--- src/rtl/traffic_sensor_conditioner.sv ---
// Loop-detector conditioning for the five-approach traffic light controller.
// Each approach gets a 2-flop synchroniser, a debounce filter, a pending
// request latch that holds until the approach is served (green), and a
// stuck-detector mask so a permanently occupied loop cannot starve others.

// ---------------------------------------------------------------------------
// One conditioning channel. All five channels are identical and independent.
// ---------------------------------------------------------------------------
module traffic_sensor_channel #(
  parameter int DEBOUNCE    = 4,
  parameter int STUCK_LIMIT = 255
) (
  input  logic       clk,
  input  logic       reset_n,
  input  logic       raw,
  input  logic [1:0] light,
  output logic       sensor,
  output logic       stuck
);

  // Controller light colour encoding; 2'b11 is illegal and treated as not-green.
  localparam logic [1:0] LIGHT_GREEN = 2'b10;

  localparam logic [7:0]  DCNT_LAST = 8'(DEBOUNCE - 1);
  localparam logic [15:0] SCNT_MAX  = 16'(STUCK_LIMIT);

  logic        sync1_reg;
  logic        sync2_reg;
  logic        filtered_reg, filtered_next;
  logic [7:0]  dcnt_reg, dcnt_next;
  logic        pending_reg, pending_next;
  logic [15:0] scnt_reg, scnt_next;
  logic        stuck_reg, stuck_next;

  logic        light_green;
  logic        filtered_rise;

  assign light_green = (light == LIGHT_GREEN);

  // Two-flop synchroniser for the asynchronous loop detector.
  always_ff @(posedge clk or negedge reset_n) begin
    if (!reset_n) begin
      sync1_reg <= 1'b0;
      sync2_reg <= 1'b0;
    end else begin
      sync1_reg <= raw;
      sync2_reg <= sync1_reg;
    end
  end

  // Debounce: the filtered value flips only after DEBOUNCE consecutive
  // disagreeing samples; any agreeing sample restarts the run.
  always_comb begin
    filtered_next = filtered_reg;
    dcnt_next     = dcnt_reg;
    if (sync2_reg == filtered_reg) begin
      dcnt_next = 8'd0;
    end else if (dcnt_reg == DCNT_LAST) begin
      filtered_next = ~filtered_reg;
      dcnt_next     = 8'd0;
    end else begin
      dcnt_next = dcnt_reg + 8'd1;
    end
  end

  // A rising filtered edge is taken from the flip itself so the request is
  // latched on the same edge that filtered goes high.
  assign filtered_rise = ~filtered_reg & filtered_next;

  // Pending latch: set on arrival while not green, cleared whenever green
  // (clear has priority over a simultaneous set).
  always_comb begin
    pending_next = pending_reg;
    if (light_green) begin
      pending_next = 1'b0;
    end else if (filtered_rise) begin
      pending_next = 1'b1;
    end
  end

  // Stuck detection: count filtered-high cycles, saturating; the flag is
  // raised on the edge where the count reaches the limit and dropped as
  // soon as the detector reads clear.
  always_comb begin
    scnt_next  = scnt_reg;
    stuck_next = stuck_reg;
    if (filtered_reg) begin
      if (scnt_reg != SCNT_MAX) begin
        scnt_next = scnt_reg + 16'd1;
      end
      if (scnt_next == SCNT_MAX) begin
        stuck_next = 1'b1;
      end
    end else begin
      scnt_next  = 16'd0;
      stuck_next = 1'b0;
    end
  end

  // Channel state register.
  always_ff @(posedge clk or negedge reset_n) begin
    if (!reset_n) begin
      filtered_reg <= 1'b0;
      dcnt_reg     <= 8'd0;
      pending_reg  <= 1'b0;
      scnt_reg     <= 16'd0;
      stuck_reg    <= 1'b0;
    end else begin
      filtered_reg <= filtered_next;
      dcnt_reg     <= dcnt_next;
      pending_reg  <= pending_next;
      scnt_reg     <= scnt_next;
      stuck_reg    <= stuck_next;
    end
  end

  // Outputs come from registers only; a stuck detector is masked but an
  // outstanding pending request still reaches the controller.
  assign sensor = (filtered_reg & ~stuck_reg) | pending_reg;
  assign stuck  = stuck_reg;

endmodule

// ---------------------------------------------------------------------------
// Top level: five channels, bit order [4]=e_str .. [0]=ns.
// ---------------------------------------------------------------------------
module traffic_sensor_conditioner #(
  parameter int DEBOUNCE    = 4,
  parameter int STUCK_LIMIT = 255
) (
  input  logic       clk,
  input  logic       reset_n,
  input  logic       e_str_raw,
  input  logic       w_str_raw,
  input  logic       e_left_raw,
  input  logic       w_left_raw,
  input  logic       ns_raw,
  input  logic [1:0] e_str_light,
  input  logic [1:0] w_str_light,
  input  logic [1:0] e_left_light,
  input  logic [1:0] w_left_light,
  input  logic [1:0] ns_light,
  output logic       e_str_sensor,
  output logic       w_str_sensor,
  output logic       e_left_sensor,
  output logic       w_left_sensor,
  output logic       ns_sensor,
  output logic [4:0] sensor_fault
);

  logic [4:0] raw_vec;
  logic [1:0] light_vec [5];
  logic [4:0] sensor_vec;
  logic [4:0] stuck_vec;

  assign raw_vec = {e_str_raw, w_str_raw, e_left_raw, w_left_raw, ns_raw};

  assign light_vec[4] = e_str_light;
  assign light_vec[3] = w_str_light;
  assign light_vec[2] = e_left_light;
  assign light_vec[1] = w_left_light;
  assign light_vec[0] = ns_light;

  genvar gi;
  generate
    for (gi = 0; gi < 5; gi++) begin : g_chan
      traffic_sensor_channel #(
        .DEBOUNCE    (DEBOUNCE),
        .STUCK_LIMIT (STUCK_LIMIT)
      ) u_chan (
        .clk     (clk),
        .reset_n (reset_n),
        .raw     (raw_vec[gi]),
        .light   (light_vec[gi]),
        .sensor  (sensor_vec[gi]),
        .stuck   (stuck_vec[gi])
      );
    end
  endgenerate

  assign e_str_sensor  = sensor_vec[4];
  assign w_str_sensor  = sensor_vec[3];
  assign e_left_sensor = sensor_vec[2];
  assign w_left_sensor = sensor_vec[1];
  assign ns_sensor     = sensor_vec[0];
  assign sensor_fault  = stuck_vec;

endmodule

--- config.mk ---
export PLATFORM = sky130hd
export DESIGN_NAME = traffic_sensor_conditioner
export DESIGN_NICKNAME = d
export VERILOG_FILES = /design/src/rtl/traffic_sensor_conditioner.sv
export SDC_FILE = /design/constraint.sdc
export NUM_CORES = 1
export LEC_CHECK = 0
export CORE_ASPECT_RATIO = 2
export CORE_MARGIN = 5
export CORE_UTILIZATION = 31
export DETAILED_ROUTE_END_ITERATION = 7
export GPL_ROUTABILITY_DRIVEN = 0
export PLACE_DENSITY = 0.44
export SLEW_MARGIN = 20
export SYNTH_ARGS = -nofsm -noshare
export SYNTH_HDL_FRONTEND = slang
export SYNTH_SLANG_ARGS = --single-unit
--- constraint.sdc ---
create_clock -name clk -period 2.6 [get_ports clk]
set_clock_uncertainty 0.2 [all_clocks]
set_input_delay 0.26 -clock clk [delete_from_list [all_inputs] [get_ports clk]]
set_output_delay 0.26 -clock clk [all_outputs]
set_load 0.02 [all_outputs]
==> results.py <==
metrics = {
    "synth": {
        "ys_top_cells_by_area": "dfrtp_1, xnor2_1, nor2_1",
        "syn_area_per_cell_sq_um": 9.511,
        "ys.flop_type": "dfrtp_1",
        "yosys.area_share.simple_pct": 24.16,
        "synth_warnings": 0,
        "syn_inst": 790,
        "async_reset_ff_share_pct": 100.0,
        "yosysSeqAreaShare_pct": 48.29,
        "synthMuxAreaShare_pct": 1.382,
        "synth.distinct_cells": 60,
        "yosys.area.top_type_share_pct": 48.29,
        "synth_seq_cells": 145,
        "synth_top_family_by_area": "simple AND/OR/NAND/NOR gates",
        "synth_edf_count": 0,
        "yosysTopAreaCell": "dfrtp_1",
        "synth_xor_area_share_pct": 11.66,
        "synth_area_sq_um": 7513,
        "synth_adder_area_share_pct": 1.665,
        "synth_compound_area_share_pct": 9.259,
        "synth_nets": 817,
    },
    "pwr": {
        "clkPwrFrac_pct": 37.6,
        "powerDensity_nw_per_um2": 730.0,
        "combPwrFrac_pct": 19.0,
        "vdd_drop_max_mv": 0.4291,
        "p_sw_share_pct": 31.09,
        "seqPwrFrac_pct": 43.4,
        "switching_power_w": 0.001992,
        "p_leak_nw": 3.691,
        "p_int_w": 0.004417,
    },
    "cells_and_area": {
        "final_cell_mix": "dfrtp_1, nor2_1, xnor2_1",
        "finalInstanceArea_sq_um": 8780,
        "syn_to_final_growth_pct": 16.85,
        "antenna_cells": 0,
        "mostFrequentLayoutCell": "dfrtp_1",
        "drive_above_1_share_pct": 8.961,
        "largest_reg_flops": 80,
        "nets": 851,
        "final_util_pct": 36.70,
    },
    "floorplanning": {
        "fp.dieW_microns": 120.1,
        "pin_count": 27,
        "die-area_sq_um": 27640,
        "die_h_microns": 230.2,
        "fp-row-count": 80,
        "start_util_pct": 31.41,
        "core_area_sq_um": 23920,
    },
    "critical_path": {
        "critical_path.top_delay_family": "simple AND/OR/NAND/NOR gates",
        "critPathCaptureType": "flop",
        "crit_required_ps": 2740,
        "cpPeakStageDelay_ps": 430,
        "crit_top_cell": "or3_1",
        "r2r-end": "g_chan[3].u_chan.stuck$_DFFE_PN0P_",
        "start_kind": "flop",
        "crit_path_cell_trace": "or3_1 -> nor4_4 -> nand2_2 -> mux2i_1 -> or3_1 -> o41ai_2",
        "reg2reg_from": "g_chan[3].u_chan.scnt_reg[12]$_DFF_PN0_",
        "cp_num_buf_inv": 0,
        "critical_path_class": "reg -> reg",
        "rr_worst_depth": 6,
        "worstPathArrival_ps": 2520,
        "cp_max_fo": 5,
        "rrSetupSlack_ps": 210,
        "crit_slowest_cell": "dfrtp_1",
    },
    "drt": {
        "first_iter_violations": 307,
        "routedWlPerCell_microns": 15.21,
        "vias": 5862,
        "ant_nets": 0,
        "drcViolationCount": 0,
        "drt_wl_total_mm": 17.09,
        "via_per_inst": 5.215,
        "drt-pass1-iter-count": 4,
    },
    "clock_tree": {
        "clock_sinks": 145,
        "cts-root-buf": "clkbuf_16",
        "cts_max_level": 4,
        "clk_pin_slew_ps": 60,
        "numCtsBuffers": 17,
        "clock_path_buffers": 2,
        "cts_tree": "built",
        "clk-insertion-delay-late_ps": 430,
    },
    "timing": {
        "clock.fmax_mhz": 419.2,
        "rsz0062_at_grt": "no",
        "fin_crit_sh_pct": 91.74,
        "period_needed_ps": 2385,
        "hold_viol": 0,
        "finalSetupTns_ps": 0,
        "whs_ps": 64.54,
        "max_slew.worst_pin.slew_ps": 549.7,
        "final-setup-viol-count": 0,
        "relSlewSlack_pct": 63.07,
        "slew_viol_final": 0,
    },
    "hold_path": {
        "hp-start": "e_left_raw",
        "hp-class": "in -> reg",
        "min_path_cells": 1,
        "min_to": "g_chan[2].u_chan.sync1_reg$_DFF_PN0_",
    },
    "place": {
        "dp_hpwl_mm": 12.27,
        "place_area_sq_um": 8157,
        "io_buffers": 26,
    },
    "run_status": {
        "status": "finished, final reports clean",
    },
    "grt": {
        "grt_pass1_vias": 6125,
        "grt_overflow_total": 0,
        "antenna_found_initial": 0,
        "grt_max_degree": 77,
        "grt_pass1_wl_mm": 29.81,
        "grt_usage_pct": 13.43,
    },
    "job": {
        "cap_violations": 0,
    },
}
[synth_stat cells (2+ instances only)]
master,n
a211oi_1,6
a21o_1,4
a21oi_1,20
a31o_2,3
a31oi_1,20
a32o_1,2
a41oi_1,2
and2_1,17
and3_1,23
and4_1,7
buf_2,5
buf_4,7
clkbuf_1,22
dfrtp_1,145
ha_1,10
inv_1,25
mux2_2,3
mux2i_1,7
nand2_1,51
nand2b_1,5
nand3_1,50
nand3b_1,3
nand4_1,25
nand4b_1,3
nor2_1,116
nor3_1,15
nor4_1,12
nor4_2,2
nor4b_1,4
o21ai_0,26
o22ai_1,4
o31ai_1,5
o32ai_1,5
or3_1,9
or4_1,3
or4b_2,2
xnor2_1,54
xor2_1,46
[cell type report]
class,instances,area [sq um]
clock buffer,19,442.9
clock inverter,13,138.9
fill,2358,15140
inverter,25,93.84
multi-input combinational,584,3637
sequential,145,3628
tap,287,359.1
timing repair buffer,51,479.2
[through the flow]
stage | setup slack, ps | power, W | instances
2_1_floorplan | 161.8 | 0.003538 | 790
3_3_place_gp | 122.9 | 0.004014 | 1090
3_5_place_dp | 99.34 | 0.004057 | 1090
4_1_cts | 92.89 | 0.006539 | 1124
5_1_grt | 44.70 | 0.006805 | 1124
6_report | 214.7 | 0.006409 | 1124
[how the worst max path moves through the flow]
stage | cells past startpoint | to | from
6_report | 6 | g_chan[3].u_chan.stuck$_DFFE_PN0P_ | g_chan[3].u_chan.scnt_reg[12]$_DFF_PN0_
4_1_cts | 6 | g_chan[3].u_chan.stuck$_DFFE_PN0P_ | g_chan[3].u_chan.scnt_reg[1]$_DFF_PN0_
3_3_place_gp | 6 | g_chan[3].u_chan.stuck$_DFFE_PN0P_ | g_chan[3].u_chan.scnt_reg[1]$_DFF_PN0_
3_5_place_dp | 6 | g_chan[3].u_chan.stuck$_DFFE_PN0P_ | g_chan[3].u_chan.scnt_reg[1]$_DFF_PN0_
2_1_floorplan | 7 | g_chan[3].u_chan.stuck$_DFFE_PN0P_ | g_chan[3].u_chan.scnt_reg[0]$_DFF_PN0_
5_1_grt | 7 | g_chan[0].u_chan.stuck$_DFFE_PN0P_ | g_chan[0].u_chan.scnt_reg[0]$_DFF_PN0_
[routing by layer]
| metal | GRT usage, % | routed length (microns) | part of all wire [%] |
|---|---|---|---|
| met2 | 25.11 | 9605 | 56 |
| met1 | 13.68 | 6510 | 38 |
| met5 | 0 | 0 | 0 |
| met3 | 3.517 | 475 | 2.8 |
| met4 | 6.167 | 503 | 2.9 |
[kinds of logic (layout without fill, tap and decap cells)]
group	count (synthesis)	count (layout)
and+or+nand+nor	357	357
adders and majority gates	10	10
buffers and inverters	61	108
AOI/OAI and AO/OA	107	107
xor gates and xnor gates	100	100
muxes	10	10
DFF	145	145
[power by group through the flow]
stage          Clock, W  Combinational (W)  Sequential [W]
6_report        0.00241            0.00122         0.00278
5_1_grt         0.00259            0.00138         0.00283
4_1_cts         0.00251            0.00124         0.00278
3_5_place_dp          0            0.00124         0.00282
3_3_place_gp          0            0.00121         0.00281
2_1_floorplan         0           0.000818         0.00272
[repair_timing]
item                                    in CTS  in global routing
hold endpoints to repair                   145                  0
gates resized for setup                      0                  3
buffers inserted                             0                  0
endpoints found under the setup margin       0                  1
hold buffers                                 2                  0
Note: power is estimated with default switching activity, not from simulation.
==> RTL edit 1, RTL diff (config.mk and constraints unchanged) <==
Register the input `w_left_raw` before use, without a reset. The logic sees it one clock later. The other inputs are not delayed to match.
--- a/src/rtl/traffic_sensor_conditioner.sv
+++ b/src/rtl/traffic_sensor_conditioner.sv
@@ -148,12 +148,18 @@
   output logic [4:0] sensor_fault
 );
 
+  logic w_left_raw_q;
+
+  always_ff @(posedge clk) begin
+      w_left_raw_q <= w_left_raw;
+  end
+
   logic [4:0] raw_vec;
   logic [1:0] light_vec [5];
   logic [4:0] sensor_vec;
   logic [4:0] stuck_vec;
 
-  assign raw_vec = {e_str_raw, w_str_raw, e_left_raw, w_left_raw, ns_raw};
+  assign raw_vec = {e_str_raw, w_str_raw, e_left_raw, w_left_raw_q, ns_raw};
 
   assign light_vec[4] = e_str_light;
   assign light_vec[3] = w_str_light;
Behaviour: not the same (Yosys sat finds a counterexample within 10 cycles, from zero or initial values and one cycle with reset_n low).
==> RTL edit 1 against the unedited design <==
Wire length increased by 3.8%; sequential cell count increased by 1; clock power increased by 11%; setup slack got worse by 0.013 ns; final area increased by 3.7%; synthesized area increased by 4.8%; first-iteration DRC count decreased by 29%; power increased by 3.9%; critical path type unchanged.
==> RTL edit 1: results (changes against the unedited design) <==
status complete, no violations (unchanged); worst slew pin tran 0.528 ns (was 0.550 ns); dpl ws 0.239 ns (was 0.0993 ns); first-iteration detailed-routing DRC count 218 (was 307); drt wl/cell 15.1 um (was 15.2 um); Fmax achieved 417 MHz (was 419 MHz); Worst R2R Start g_chan[4].u_chan.scnt_reg[0]$_DFF_PN0_ (was g_chan[3].u_chan.scnt_reg[12]$_DFF_PN0_); CP arrival 2.53 ns (was 2.52 ns); top post-synthesis cells by count 145 x dfrtp_1, 110 x nor2_1, 58 x nand3_1, 52 x xor2_1, 43 x nand2_1 (was 145 x dfrtp_1, 116 x nor2_1, 54 x xnor2_1, 51 x nand2_1, 50 x nand3_1); CP top delay family compound AO/OA/AOI/OAI gates (was simple AND/OR/NAND/NOR gates); first-pass GRT wire length 30400 um (was 29800 um); GRT Util Overall 13.2% (was 13.4%); ys async rst share 99.3% (was 100%); largest net degree at the start of global routing 62 (was 77); LEAKAGE 3.77 nW (was 3.69 nW); area of placed instances 0.00844 sq mm (was 0.00816 sq mm); hold buffers post-CTS 1 (was 2); R2R Path End g_chan[4].u_chan.stuck$_DFFE_PN0P_ (was g_chan[3].u_chan.stuck$_DFFE_PN0P_); vias per inst 5.08 (was 5.22); Worst setup startpoint g_chan[4].u_chan.scnt_reg[0]$_DFF_PN0_ (was g_chan[3].u_chan.scnt_reg[12]$_DFF_PN0_); critical path's largest stage delay 0.43 ns (about the same); CP Max Fanout 6 (was 5); syn_nets 842 (was 817); vias in the first global route 6323 (was 6125); Layout fillers 2580 (was 2358); top cells by area, synth dfrtp_1 46%, xor2_1 5.8%, nor2_1 5.2% (was dfrtp_1 48%, xnor2_1 6.3%, nor2_1 5.8%); Worst VDD drop 429 uV (about the same); Detail Placement HPWL 12900 um (was 12300 um); Yosys cell types 70 (was 60); share of post-route cells with drive strength above 1 9.20% (was 8.96%); FF-to-FF path depth 6 (unchanged); Seq/Total Area, Yosys 46.3% (was 48.3%)
## RTL edit 1: changes by cell type after synthesis, sizes merged, moves of 7 or more
cell	unedited run	this run
xnor2	54	42
nand3	51	58
and2	17	10
buf	14	37
nor4	14	21
nand2	52	43
nor2	117	110
## RTL edit 1: metrics by stage
stage          total power (W)  util, %  hold WS [ns]  instances
4_1_cts                0.00680     36.4        0.0350       1173
3_3_place_gp           0.00402     33.7       -0.0310       1140
2_1_floorplan          0.00356        -        -0.236        815
5_1_grt                0.00706     36.4        0.0457       1173
3_5_place_dp           0.00405     33.7       -0.0281       1140
6_report               0.00666     36.4        0.0641       1173
## RTL edit 1: final cells by class
class / count / area share (%)
Clock buffer: 24 / 5.51
Clock inverter: 8 / 1.62
Inverter: 25 / 1.03
Multi-Input combinational cell: 589 / 42.4
Sequential cell: 146 / 40.1
Tap cell: 336 / 4.62
Timing Repair Buffer: 45 / 4.74
## RTL edit 1: cells by family (layout without fill, tap and decap cells)
kind of cell	count (synthesis)	in the layout	share of synthesized area [%]
multiplexers	11	11	1.45
AND/OR/NAND/NOR	360	360	25.4
AO/OA/AOI/OAI	114	114	10.1
buffers and inverters	80	102	4.67
flip-flops	146	146	46.3
XOR/XNOR	94	94	10.5
adder cells (fa/ha/maj)	10	10	1.59
## RTL edit 1: worst min path at each step
stage	from	to	slack, ns	depth (start not counted)
floorplan	reset_n	g_chan[0].u_chan.dcnt_reg[0]$_DFF_PN0_	-0.24	0
global placement	reset_n	g_chan[1].u_chan.scnt_reg[5]$_DFF_PN0_	-0.03	1
detailed placement	reset_n	g_chan[1].u_chan.scnt_reg[5]$_DFF_PN0_	-0.03	1
CTS	e_left_raw	g_chan[2].u_chan.sync1_reg$_DFF_PN0_	0.04	1
global route	e_left_raw	g_chan[2].u_chan.sync1_reg$_DFF_PN0_	0.05	1
finish	e_left_raw	g_chan[2].u_chan.sync1_reg$_DFF_PN0_	0.06	1
## RTL edit 1: power by group
group	switching [W]	internal, W
logic	0.000700	0.000489
clock network	0.000944	0.00173
registers	0.000299	0.00250
total	0.00194	0.00472
## RTL edit 1: per-layer routing
metal,track usage [%],routed length [um],vias to the layer above
met2,24.3,9920,75
li1,-,-,2890
met1,13.3,6760,2951
met5,0,0,-
met3,2.33,330,41
met4,8.12,742,0
## RTL edit 1: worst reg2reg max path, cell delays in order (launching register included)
cell	delay, ns
dfrtp_1	0.43
ha_1	0.29
and3_1	0.34
a31oi_1	0.15
a311oi_2	0.40
o2111ai_1	0.23
o32ai_1	0.26
==> RTL edit 2, RTL diff (same flow settings) <==
Without the edit above. `STUCK_LIMIT` is set to 255 in 2 places; all go to 191.
--- a/src/rtl/traffic_sensor_conditioner.sv
+++ b/src/rtl/traffic_sensor_conditioner.sv
@@ -8,7 +8,7 @@
 // ---------------------------------------------------------------------------
 module traffic_sensor_channel #(
   parameter int DEBOUNCE    = 4,
-  parameter int STUCK_LIMIT = 255
+  parameter int STUCK_LIMIT = 191
 ) (
   input  logic       clk,
   input  logic       reset_n,
@@ -126,7 +126,7 @@
 // ---------------------------------------------------------------------------
 module traffic_sensor_conditioner #(
   parameter int DEBOUNCE    = 4,
-  parameter int STUCK_LIMIT = 255
+  parameter int STUCK_LIMIT = 191
 ) (
   input  logic       clk,
   input  logic       reset_n,
Function: same outputs for any inputs over 10 cycles, from zero or initial values and one cycle with reset_n low; that may be too few to reach the edited logic, so the function may still have changed.
==> RTL edit 2 against the unedited design <==
First-iteration DRC count down 33%; power up 2.2%; setup slack worse by 0.10 ns; wire length down 6.2%; sequential cell count unchanged; die area about the same; count of clock-buffer cells in the layout unchanged; synthesized area about the same; sequential power down 1%; final area up 0.51%; critical path type unchanged; highest routed layer unchanged.
==> RTL edit 2: results (changes against the unedited design) <==
status complete, no violations (unchanged); R2R Path End g_chan[3].u_chan.scnt_reg[3]$_DFF_PN0_ (was g_chan[3].u_chan.stuck$_DFFE_PN0P_); Net Sw Frac 29.6% (was 31.1%); critical path's slowest cell or4_4 (was dfrtp_1); Non-clk bufs 55 (was 51); Detail Placement HPWL 11300 um (was 12300 um); residual DRC count 0 (unchanged); drt first pass iters 6 (was 4); top post-synthesis cells by count 145 x dfrtp_1, 118 x nor2_1, 63 x xor2_1, 49 x nand2_1, 43 x nand3_1 (was 145 x dfrtp_1, 116 x nor2_1, 54 x xnor2_1, 51 x nand2_1, 50 x nand3_1); Top FF cell, synth dfrtp_1 (unchanged); CP Max Fanout 6 (was 5); Mapped Avg Cell Area 9.63 sq um (was 9.51 sq um); hold buffers post-CTS 1 (was 2); fraction of area in clock buffers and inverters 7.10% (was 6.63%); vias in the first global route 5910 (was 6125); seq pwr 0.00274 W (was 0.00278 W); share of post-route cells with drive strength above 1 9.03% (was 8.96%); GRT Util Overall 12.6% (was 13.4%); drt wl/cell 14.3 um (was 15.2 um); syn_nets 808 (was 817); WL final 16000 um (was 17100 um); worst slew pin tran 0.563 ns (was 0.550 ns); fin nets 845 (was 851); LEAKAGE 3.83 nW (was 3.69 nW); vias per inst 5.03 (was 5.22); worst reg-to-reg setup slack 0.11 ns (was 0.21 ns); yosys warns 0 (unchanged); Layout non-clock buf frac 5.60% (was 5.46%); inverter count 21 (was 25); first-pass GRT wire length 28200 um (was 29800 um); Multi-In Gates 578 (was 584); Worst VDD drop 450 uV (was 429 uV); Clock power frac 40.1% (was 37.6%); # Post-CTS Setup Buffers 0 (unchanged); dpl ws 0.0808 ns (was 0.0993 ns); worst setup path class reg2reg (unchanged); Fmax achieved 402 MHz (was 419 MHz); first-iteration detailed-routing DRC count 207 (was 307); FF-to-FF path depth 7 (was 6); largest net degree at the start of global routing 57 (was 77); hold-critical path depth 1 (unchanged); Worst setup startpoint g_chan[3].u_chan.scnt_reg[12]$_DFF_PN0_ (unchanged); top cells by area, synth dfrtp_1 48%, xor2_1 7.3%, nor2_1 5.9% (was dfrtp_1 48%, xnor2_1 6.3%, nor2_1 5.8%); sequential cell count 145 (unchanged); Placed Instances 1085 (was 1090); H-tree depth 4 (unchanged); critical path's largest stage delay 0.56 ns (was 0.43 ns); Yosys cell types 61 (was 60); Seq/Total Area, Yosys 48.3% (about the same); CTS resizes 0 (unchanged); CP arrival 2.60 ns (was 2.52 ns); Layout fillers 2386 (was 2358)
==> RTL edit 2: per-stage QoR <==
| step | utilization (%) | hold slack (ns) | cell area, sq um | power (W) |
|---|---|---|---|---|
| after floorplan | - | -0.236 | 7520 | 0.00353 |
| after global placement | 34.2 | 0.0757 | 8190 | 0.00396 |
| after detailed placement | 34.2 | 0.0831 | 8190 | 0.00400 |
| after CTS | 36.9 | 0.0388 | 8820 | 0.00669 |
| after global routing | 36.9 | 0.0550 | 8820 | 0.00696 |
| final | 36.9 | 0.0630 | 8820 | 0.00655 |
==> RTL edit 2: metal layers <==
metal  share of wire (%)  global-route usage, %  up-vias
met5                   0                      0        -
met4                 2.5                   5.92        0
met3                 2.0                   2.53       21
met2                  55                   23.4       51
met1                  41                   13.2     2771
li1                    -                      -     2783
==> RTL edit 2: cell families after synthesis <==
group	count (synthesis)	share of synthesized area (%)
compound gates	90	8.02
xor+xnor	105	12.2
fa+ha+maj	10	1.66
buf+inv	58	3.39
flops	145	48.3
mux	11	1.50
simple gates	362	24.9
